<file path="src/rtl/data_mem_arbiter.sv">
// Two-port round-robin arbiter onto one in-order data memory port; a tag FIFO routes responses back.
// Define DATA_MEM_ARB_FIXED_PRIO_EN to make port 0 always win instead of round-robin.
module data_mem_arbiter #(
  parameter int RS_ID_WIDTH     = 5,
  parameter int MAX_OUTSTANDING = 4
) (
  input  logic                        clk,
  input  logic                        rst,
  input  logic [1:0]                  req_valid,
  output logic [1:0]                  req_ready,
  input  logic [1:0][RS_ID_WIDTH-1:0] req_rs_id,
  input  logic [1:0][4:0]             req_reg_addr,
  input  logic [1:0][31:0]            req_address,
  input  logic [1:0][3:0]             req_write_en,
  input  logic [1:0][31:0]            req_write_data,
  input  logic [1:0][3:0]             req_read_en,
  output logic [1:0]                  resp_valid,
  input  logic [1:0]                  resp_ready,
  output logic [RS_ID_WIDTH-1:0]      resp_rs_id,
  output logic [4:0]                  resp_reg_addr,
  output logic [31:0]                 resp_read_data,
  output logic                        mem_valid,
  input  logic                        mem_ready,
  output logic [31:0]                 mem_address,
  output logic [3:0]                  mem_write_en,
  output logic [31:0]                 mem_write_data,
  output logic [3:0]                  mem_read_en,
  input  logic                        mem_resp_valid,
  output logic                        mem_resp_ready,
  input  logic [31:0]                 mem_read_data
);
  localparam int PW = $clog2(MAX_OUTSTANDING);
  localparam int CW = PW + 1;

  typedef struct packed {
    logic                   port;
    logic [RS_ID_WIDTH-1:0] rs_id;
    logic [4:0]             reg_addr;
  } tag_t;

  tag_t          tags [MAX_OUTSTANDING];
  logic [PW-1:0] wr_ptr, rd_ptr;
  logic [CW-1:0] count;
  logic          lock, lock_port;
  logic          pref, grant;
  logic          full, empty, push, pop;
  tag_t          head;

  assign full  = (count == CW'(MAX_OUTSTANDING));
  assign empty = (count == '0);
  assign head  = tags[rd_ptr];

`ifdef DATA_MEM_ARB_FIXED_PRIO_EN
  assign pref = 1'b0;
`else
  logic rr_ptr;
  assign pref = rr_ptr;

  // rr_ptr names the port that wins the next tie
  always_ff @(posedge clk or posedge rst) begin
    if (rst)       rr_ptr <= 1'b0;
    else if (push) rr_ptr <= ~grant;
  end
`endif

  always_comb begin
    grant = 1'b0;
    if (lock)                    grant = lock_port;
    else if (req_valid == 2'b11) grant = pref;
    else                         grant = req_valid[1];
  end

  // Gating with rst keeps the memory request quiet for the whole reset pulse
  assign mem_valid      = ~rst & req_valid[grant] & ~full;
  assign mem_address    = req_address[grant];
  assign mem_write_en   = req_write_en[grant];
  assign mem_write_data = req_write_data[grant];
  assign mem_read_en    = req_read_en[grant];
  assign push           = mem_valid & mem_ready;

  always_comb begin
    req_ready = 2'b00;
    if (push) req_ready[grant] = 1'b1;
  end

  always_comb begin
    resp_valid = 2'b00;
    if (!empty) resp_valid[head.port] = mem_resp_valid;
  end

  assign mem_resp_ready = ~empty & resp_ready[head.port];
  assign pop            = mem_resp_ready & mem_resp_valid;
  assign resp_rs_id     = head.rs_id;
  assign resp_reg_addr  = head.reg_addr;
  assign resp_read_data = mem_read_data;

  always_ff @(posedge clk or posedge rst) begin
    if (rst) begin
      wr_ptr    <= '0;
      rd_ptr    <= '0;
      count     <= '0;
      lock      <= 1'b0;
      lock_port <= 1'b0;
      for (int i = 0; i < MAX_OUTSTANDING; i++) tags[i] <= '0;
    end else begin
      lock <= mem_valid & ~mem_ready;
      if (mem_valid & ~mem_ready) lock_port <= grant;
      if (push) begin
        tags[wr_ptr] <= '{port: grant, rs_id: req_rs_id[grant], reg_addr: req_reg_addr[grant]};
        wr_ptr       <= wr_ptr + 1'b1;
      end
      if (pop) rd_ptr <= rd_ptr + 1'b1;
      if (push && !pop)      count <= count + 1'b1;
      else if (pop && !push) count <= count - 1'b1;
    end
  end
endmodule

</file>
<file path="config.mk">
export PLATFORM = sky130hd
export DESIGN_NAME = data_mem_arbiter
export DESIGN_NICKNAME = d
export VERILOG_FILES = /design/src/rtl/data_mem_arbiter.sv
export SDC_FILE = /design/constraint.sdc
export NUM_CORES = 1
export LEC_CHECK = 0
export CAP_MARGIN = 20
export CORE_AREA = 2 2 125 127
export CTS_CLUSTER_DIAMETER = 30
export DETAILED_ROUTE_END_ITERATION = 8
export DIE_AREA = 0 0 127 129
export HOLD_SLACK_MARGIN = 0.15
export PLACE_DENSITY = 0.76
export SLEW_MARGIN = 15
export SYNTH_ARGS = -nofsm -noshare
export SYNTH_HDL_FRONTEND = slang
export SYNTH_SLANG_ARGS = --single-unit
</file>
<file path="constraint.sdc">
create_clock -name clk -period 2.7 [get_ports clk]
set_input_delay 0.405 -clock clk [delete_from_list [all_inputs] [get_ports clk]]
set_output_delay 0.405 -clock clk [all_outputs]
set_load 0.05 [all_outputs]
</file>
==> results of run 1 <==
-- critical path: cells and delay by family, from the launching register on --
| kind | cells | cell delay (ns) |
|---|---|---|
| muxes | 1 | 0.59 |
| buffers and inverters | 1 | 0.72 |
| DFF | 1 | 0.61 |
-- cells in the final DEF (no fill, tap or decap), types with 3 or more instances in the layout --
cell / Yosys / routed
mux2i_1: 7 / 7
buf_12: 0 / 8
mux2_2: 128 / 128
xor2_1: 3 / 3
buf_4: 43 / 89
ha_1: 5 / 4
mux4_2: 10 / 10
nor2_1: 3 / 3
inv_1: 6 / 4
dfrtp_1: 54 / 54
clkdlybuf4s50_1: 0 / 173
nor2b_1: 3 / 3
clkbuf_16: 0 / 5
nand4_1: 4 / 4
-- kinds of logic after synthesis --
| family | after synthesis |
|---|---|
| AO/OA/AOI/OAI | 4 |
| XOR/XNOR | 5 |
| adder cells (fa/ha/maj) | 6 |
| buffers and inverters | 55 |
| flip-flops | 54 |
| multiplexers | 146 |
| AND/OR/NAND/NOR | 22 |
-- Yosys cell counts (2+ instances only) --
master    count
mux2i_1       7
mux2_2      128
inv_1         6
nand4_1       4
mux4_2       10
nor2b_1       3
ha_1          5
buf_2         4
xnor2_1       2
xor2_1        3
nand3b_1      2
dfrtp_1      54
nand2b_1      2
buf_4        43
nor2_1        3
-- per-stage QoR --
| stage | cells | power (mW) | hold slack (ns) |
|---|---|---|---|
| after floorplan | 292 | 4.390 | 0.4549 |
| after global placement | 702 | 5.542 | 0.4733 |
| after detailed placement | 702 | 5.642 | 0.4841 |
| after CTS | 710 | 6.399 | 0.4979 |
| after global routing | 710 | 6.639 | 0.5162 |
| final | 710 | 6.333 | 0.4937 |
-- power by group through the flow --
| stage | clock network, mW | registers [mW] | logic (mW) |
|---|---|---|---|
| 3_3_place_gp | 0 | 1.42 | 4.12 |
| 5_1_grt | 0.789 | 1.51 | 4.34 |
| 3_5_place_dp | 0 | 1.47 | 4.18 |
| 4_1_cts | 0.756 | 1.46 | 4.19 |
| 6_report | 0.741 | 1.46 | 4.13 |
| 2_1_floorplan | 0 | 1.37 | 3.02 |
-- sequential cells by signal (all words and copies together) (netlist names) --
signal     count
count          3
wr_ptr         2
rd_ptr         2
lock_port      1
lock           1
pref           1
tags          44
-- path summary, 6_finish.rpt --
check	to	cells after the start	from	slack (ns)
max	resp_rs_id[4]	2	rd_ptr[0]	0.09
min in group asynchronous	tags[25]	3	rst	0.71
min	count[2]	1	count[2]	0.49
max reg2reg	count[2]	9	rd_ptr[0]	0.26
min reg2reg	count[2]	1	count[2]	0.49
max in group asynchronous	tags[35]	3	rst	1.55
-- final cells by class --
type                    count  share of cell area
inverters                   6            0.004087
flip-flops and latches     54              0.2102
multi-input cells         183              0.3227
clock inverters             3            0.007396
well taps                 188             0.03659
repair buffers            271              0.3996
clock buffers               5             0.01946
-- layer usage --
| layer | up-vias | GRT usage | share of wire |
|---|---|---|---|
| li1 | 1484 | - | - |
| met1 | 1563 | 0.1727 | 0.32 |
| met2 | 142 | 0.3023 | 0.49 |
| met3 | 17 | 0.1538 | 0.18 |
| met4 | 0 | 0.02521 | 0.0089 |
| met5 | - | 0 | 0 |
==> qor.yml, run 1 <==
status: "finished, final reports clean"
p_per_area_nw_per_um2: 985.2
wl_per_cell_microns: 22.39
io-pin-count: 324
min_period_ns: 2.611
clkSlewWorstSetupHoldPaths_ns: 0.07
synthArstFlopShare: 1.000
postSynthAreaPerCell_sq_um: 12.97
max-vdd-ir-drop_v: 0.0008081
worstPathMaxFanout: 9
coreArea_sq_um: 14980
hold_class: "flip-flop to flip-flop"
power_frac_seq: 0.230
synth_top_family_by_area: "multiplexers"
grt_pass1_vias: 3443
grtUsageTotal: 0.1796
synth_seq_cells: 54
cap_viol_max_count: 0
wirelength_microns: 15900
placed_area_sq_um: 6257
num_vias: 3206
finalClockSkew_ns: 0.004047
cpPeakStageDelay_ns: 0.72
switching_share: 0.4533
dp_slack_ns: 0.08429
synthesis.nets: 502
synth_xor_area_frac: 0.01157
nNetsFinal: 731
drt-vias-per-instance: 4.515
rsz0062_at_grt: "false"
n_fill_cell: 1385
die_h_microns: 129
ctsHoldBuffers: 0
power.internal_mw: 3.462
synthFlopType: "dfrtp_1"
grt_overflow: 0
crit_type: "flip-flop to primary output"
port_buffers: 259
drtAntennaViolNets: 0
clock-root-buffer: "clkbuf_16"
syn_inst: 292
synthesis.area_sq_um: 3786
grt_first_pass_wirelength_microns: 21350
cts_resized: 1
area.sequential_sq_um: 1351
multi_input_area_sq_um: 2074
yosysTopAreaCellShare: 0.3807
hold_viol: 0
drc_errors: 0
critPathCaptureType: "primary output"
slew_headroom: 0.5578
synth_edf_count: 0
critPathLaunchType: "flip-flop"
post-route-util: 0.4292
grt_max_degree: 55
crit_path_top_delay_cell: "clkdlybuf4s50_1"
dieArea_sq_um: 16380
synthMuxAreaShare: 0.4627
cts_num_sinks: 54
power_frac_clock: 0.117
arrival_ns: 2.21
yosys.area_share.simple: 0.03635
initial_utilization: 0.2528
area_growth_pct: 69.80
fin_setup_tns_ns: 0
setup_slack_ns: 0.08935
cts_buffers: 5
power_leakage_nw: 2.706
routabilityCongestion: 0.7273
drt_iter0_markers: 136
yosysTopAreaCell: "mux2_2"
path_cells: "mux4_2, clkdlybuf4s50_1"
yosys_warnings: 0
power_frac_comb: 0.653
synthAdderAreaFrac: 0.02181
worst_slew_pin_slew_ns: 0.6632
die_w_microns: 127
antenna_found_initial: 0
rows: 45
ys_top_cells_by_area: "mux2_2 38%, dfrtp_1 36%, buf_4 8.5%"
fin_area_sq_um: 6429
post_route_cells_drive_above_1_share: 0.4808
min_period_over_period: 0.9669
drt_first_pass_iters: 4
insertion_delay_ns: 0.29
slew_viol_final: 0
p_switching_mw: 2.871
cts_max_path_buffers: 2
synth_compound_area_frac: 0.01024
seq_area_frac_synth: 0.3569
antennaDiodeCount: 0
htreeDepth: 2
fmax_ghz: 0.3830
ys_types: 31
hpwl_microns: 13670
cp_data_required_time_ns: 2.30
cts_tree: "yes"
post_cts_buffers: 0
final-setup-viol-count: 0
Power figures use the tool's default switching activity.
==> run 2, diff against run 1 <==
--- a/config.mk
+++ b/config.mk
@@ -12,6 +12,7 @@
 export DIE_AREA = 0 0 127 129
 export HOLD_SLACK_MARGIN = 0.15
 export PLACE_DENSITY = 0.76
+export SETUP_SLACK_MARGIN = 0.05
 export SLEW_MARGIN = 15
 export SYNTH_ARGS = -nofsm -noshare
 export SYNTH_HDL_FRONTEND = slang
==> run 2 against run 1 <==
Non-clock buffer count grew 5. Final cell count grew 0.85%. Via count grew 0.97%. Critical path depth grew 5. Maximum frequency grew 0.17%. Sequential power is essentially flat. Global-route usage shrank 0.14 points. Power grew 0.57%.
==> qor.yml, run 2 (synthesis results as in run 1) <==
ctsHoldBuffers: 0  # unchanged
max-vdd-ir-drop_v: 0.0007131  # -12%
p_per_area_nw_per_um2: 977.2  # -0.81%
min_period_over_period: 0.9653  # -0.001602
power_leakage_nw: 2.750  # +1.6%
grt_overflow: 0  # unchanged
htreeDepth: 2  # unchanged
crit_family: "buffers and inverters"
rows: 45  # unchanged
worst_slew_pin_slew_ns: 0.6744  # +0.01116 ns
die_w_microns: 127  # unchanged
slew_headroom: 0.5504  # -0.007437
instances_no_fill: 716  # +0.85%
grt_max_degree: 55  # unchanged
dp.cells: 702  # unchanged
cts_num_sinks: 54  # unchanged
cts_max_path_buffers: 2  # unchanged
r2r_cells: 8  # -1
io-pin-count: 324  # unchanged
drc_errors: 0  # unchanged
num_vias: 3237  # +0.97%
wl_per_cell_microns: 22.55  # +0.70%
fmax_ghz: 0.3837  # +0.17%
drtAntennaViolNets: 0  # unchanged
die_h_microns: 129  # unchanged
r2r_slack_ns: 0.31  # +0.05 ns
drt_first_pass_iters: 6  # +2
cp_data_required_time_ns: 2.30  # about the same
hold_class: "flip-flop to flip-flop"
grt_first_pass_wirelength_microns: 21110  # -1.1%
hold_ws_ns: 0.4917  # -0.001957 ns
path_cells: "clkdlybuf4s50_1, nand2b_1, o21ai_4, buf_12, buf_12, mux2_2, buf_4"
initial_utilization: 0.2528  # unchanged
timing.rr.start: "rd_ptr[1]"
arrival_ns: 2.20  # about the same
crit_buf_inv: 4  # +3
r2r-end: "count[1]"
critPathLaunchType: "primary input"
crit_type: "primary input to primary output"
clkSlewWorstSetupHoldPaths_ns: 0.06  # about the same
min_period_ns: 2.606  # -0.004326 ns
final_common_cell: "clkdlybuf4s50_1"
largest_register_ffs: 44  # unchanged
slew_viol_final: 0  # unchanged
hpwl_microns: 13610  # -0.44%
port_buffers: 259  # unchanged
n_fill_cell: 1378  # -0.51%
status: "finished, final reports clean"
area_growth_pct: 72.14
grtUsageTotal: 0.1781  # -0.001430
cpPeakStageDelay_ns: 0.54  # -0.18 ns
final-setup-viol-count: 0  # unchanged
crit_path_top_delay_cell: "clkdlybuf4s50_1"
routabilityCongestion: 0.7280  # about the same
hold_path_startpoint: "count[2]"
wirelength_microns: 16150  # +1.6%
worstPathMaxFanout: 17  # +8
clock-root-buffer: "clkbuf_16"
cts_tree: "yes"
post_route_cells_drive_above_1_share: 0.4877  # +0.006823
antenna_found_initial: 1  # +1
drt_iter0_markers: 158  # +16%
nNetsFinal: 736  # +0.68%
fin_setup_tns_ns: 0  # unchanged
insertion_delay_ns: 0.29  # about the same
hold_viol: 0  # unchanged
crit_path_frequent_cell: "buf_12"
top_register: "tags"
holdPathEnd: "count[2]"
critPathCaptureType: "primary output"
dieArea_sq_um: 16380  # unchanged
rsz0062_at_grt: "true"
layout_common_cells: "173 x clkdlybuf4s50_1, 128 x mux2_2, 91 x buf_4, 53 x dfrtp_1, 10 x mux4_2"
coreArea_sq_um: 14980  # unchanged
finalClockSkew_ns: 0.003669  # -0.0003789 ns
worst_hold_path.num_cells: 1  # unchanged
grt_pass1_vias: 3398  # -1.3%
largestRegisters: "tags x44, count x3"
cap_viol_max_count: 0  # unchanged
cts_buffers: 5  # unchanged
drt-vias-per-instance: 4.521  # +0.12%
[run 2: cell types whose count changed in the layout (fill, tap and decap cells not counted)]
cell / change
inv_6: -1
clkbuf_16: +2
clkinv_4: -1
diode_2: +1
buf_16: +1
clkinv_2: +2
buf_4: +2
dfrtp_2: +1
dfrtp_1: -1
[run 2: layout make-up]
class	instances	area [sq um]	share of cell area
Clock buffer	5	125.1	0.01920
Clock inverter	3	40.04	0.006143
Inverter	6	26.28	0.004031
Tap cell	188	235.2	0.03609
Antenna cell	1	2.502	0.0003840
Timing Repair Buffer	276	2661	0.4083
Multi-Input combinational cell	183	2074	0.3183
Sequential cell	54	1353	0.2075
[run 2: what timing repair did]
action | in CTS | in global routing
endpoints found under the setup margin | 1 | 19
resized for setup | 1 | 2
buffers inserted | 0 | 3
gates cloned | 0 | 2
pin swaps | 0 | 1
endpoints found under the hold margin | 0 | 0
[run 2: how the worst max path moves through the flow]
stage                            start                 to  slack (ns)  depth (start not counted)
final                     req_valid[1]  mem_write_data[0]        0.09                          7
after global routing      req_valid[1]  mem_write_data[0]        0.04                          7
after CTS                 req_valid[1]  mem_write_data[0]        0.06                          6
after detailed placement  req_valid[1]  mem_write_data[0]        0.07                          6
after global placement    req_valid[1]  mem_write_data[0]        0.08                          6
after floorplan                    rst           count[1]       -0.12                          8
[run 2: metal layers]
metal / routed length, microns / part of all wire / vias up / GRT usage
met5: 0 / 0 / - / 0
met4: 213 / 0.013 / 0 / 0.03620
li1: - / - / 1493 / -
met1: 5276 / 0.33 / 1578 / 0.1703
met2: 7644 / 0.47 / 143 / 0.2913
met3: 3011 / 0.19 / 23 / 0.1584
[run 2: power by group]
group / switching [mW] / total (mW) / internal [mW]
clock network: 0.269 / 0.703 / 0.434
logic: 2.34 / 4.21 / 1.88
registers: 0.245 / 1.45 / 1.21
total: 2.85 / 6.37 / 3.52
[run 2: through the flow]
stage	utilization	setup WS, ns	total power [mW]	instance area, sq um
final	0.4352	0.09368	6.369	6518
after global routing	0.4350	0.03808	6.685	6515
after CTS	0.4287	0.06227	6.349	6421
after detailed placement	0.4178	0.06944	5.634	6257
after global placement	0.4178	0.08376	5.542	6257
after floorplan	-	-0.1153	4.390	3810
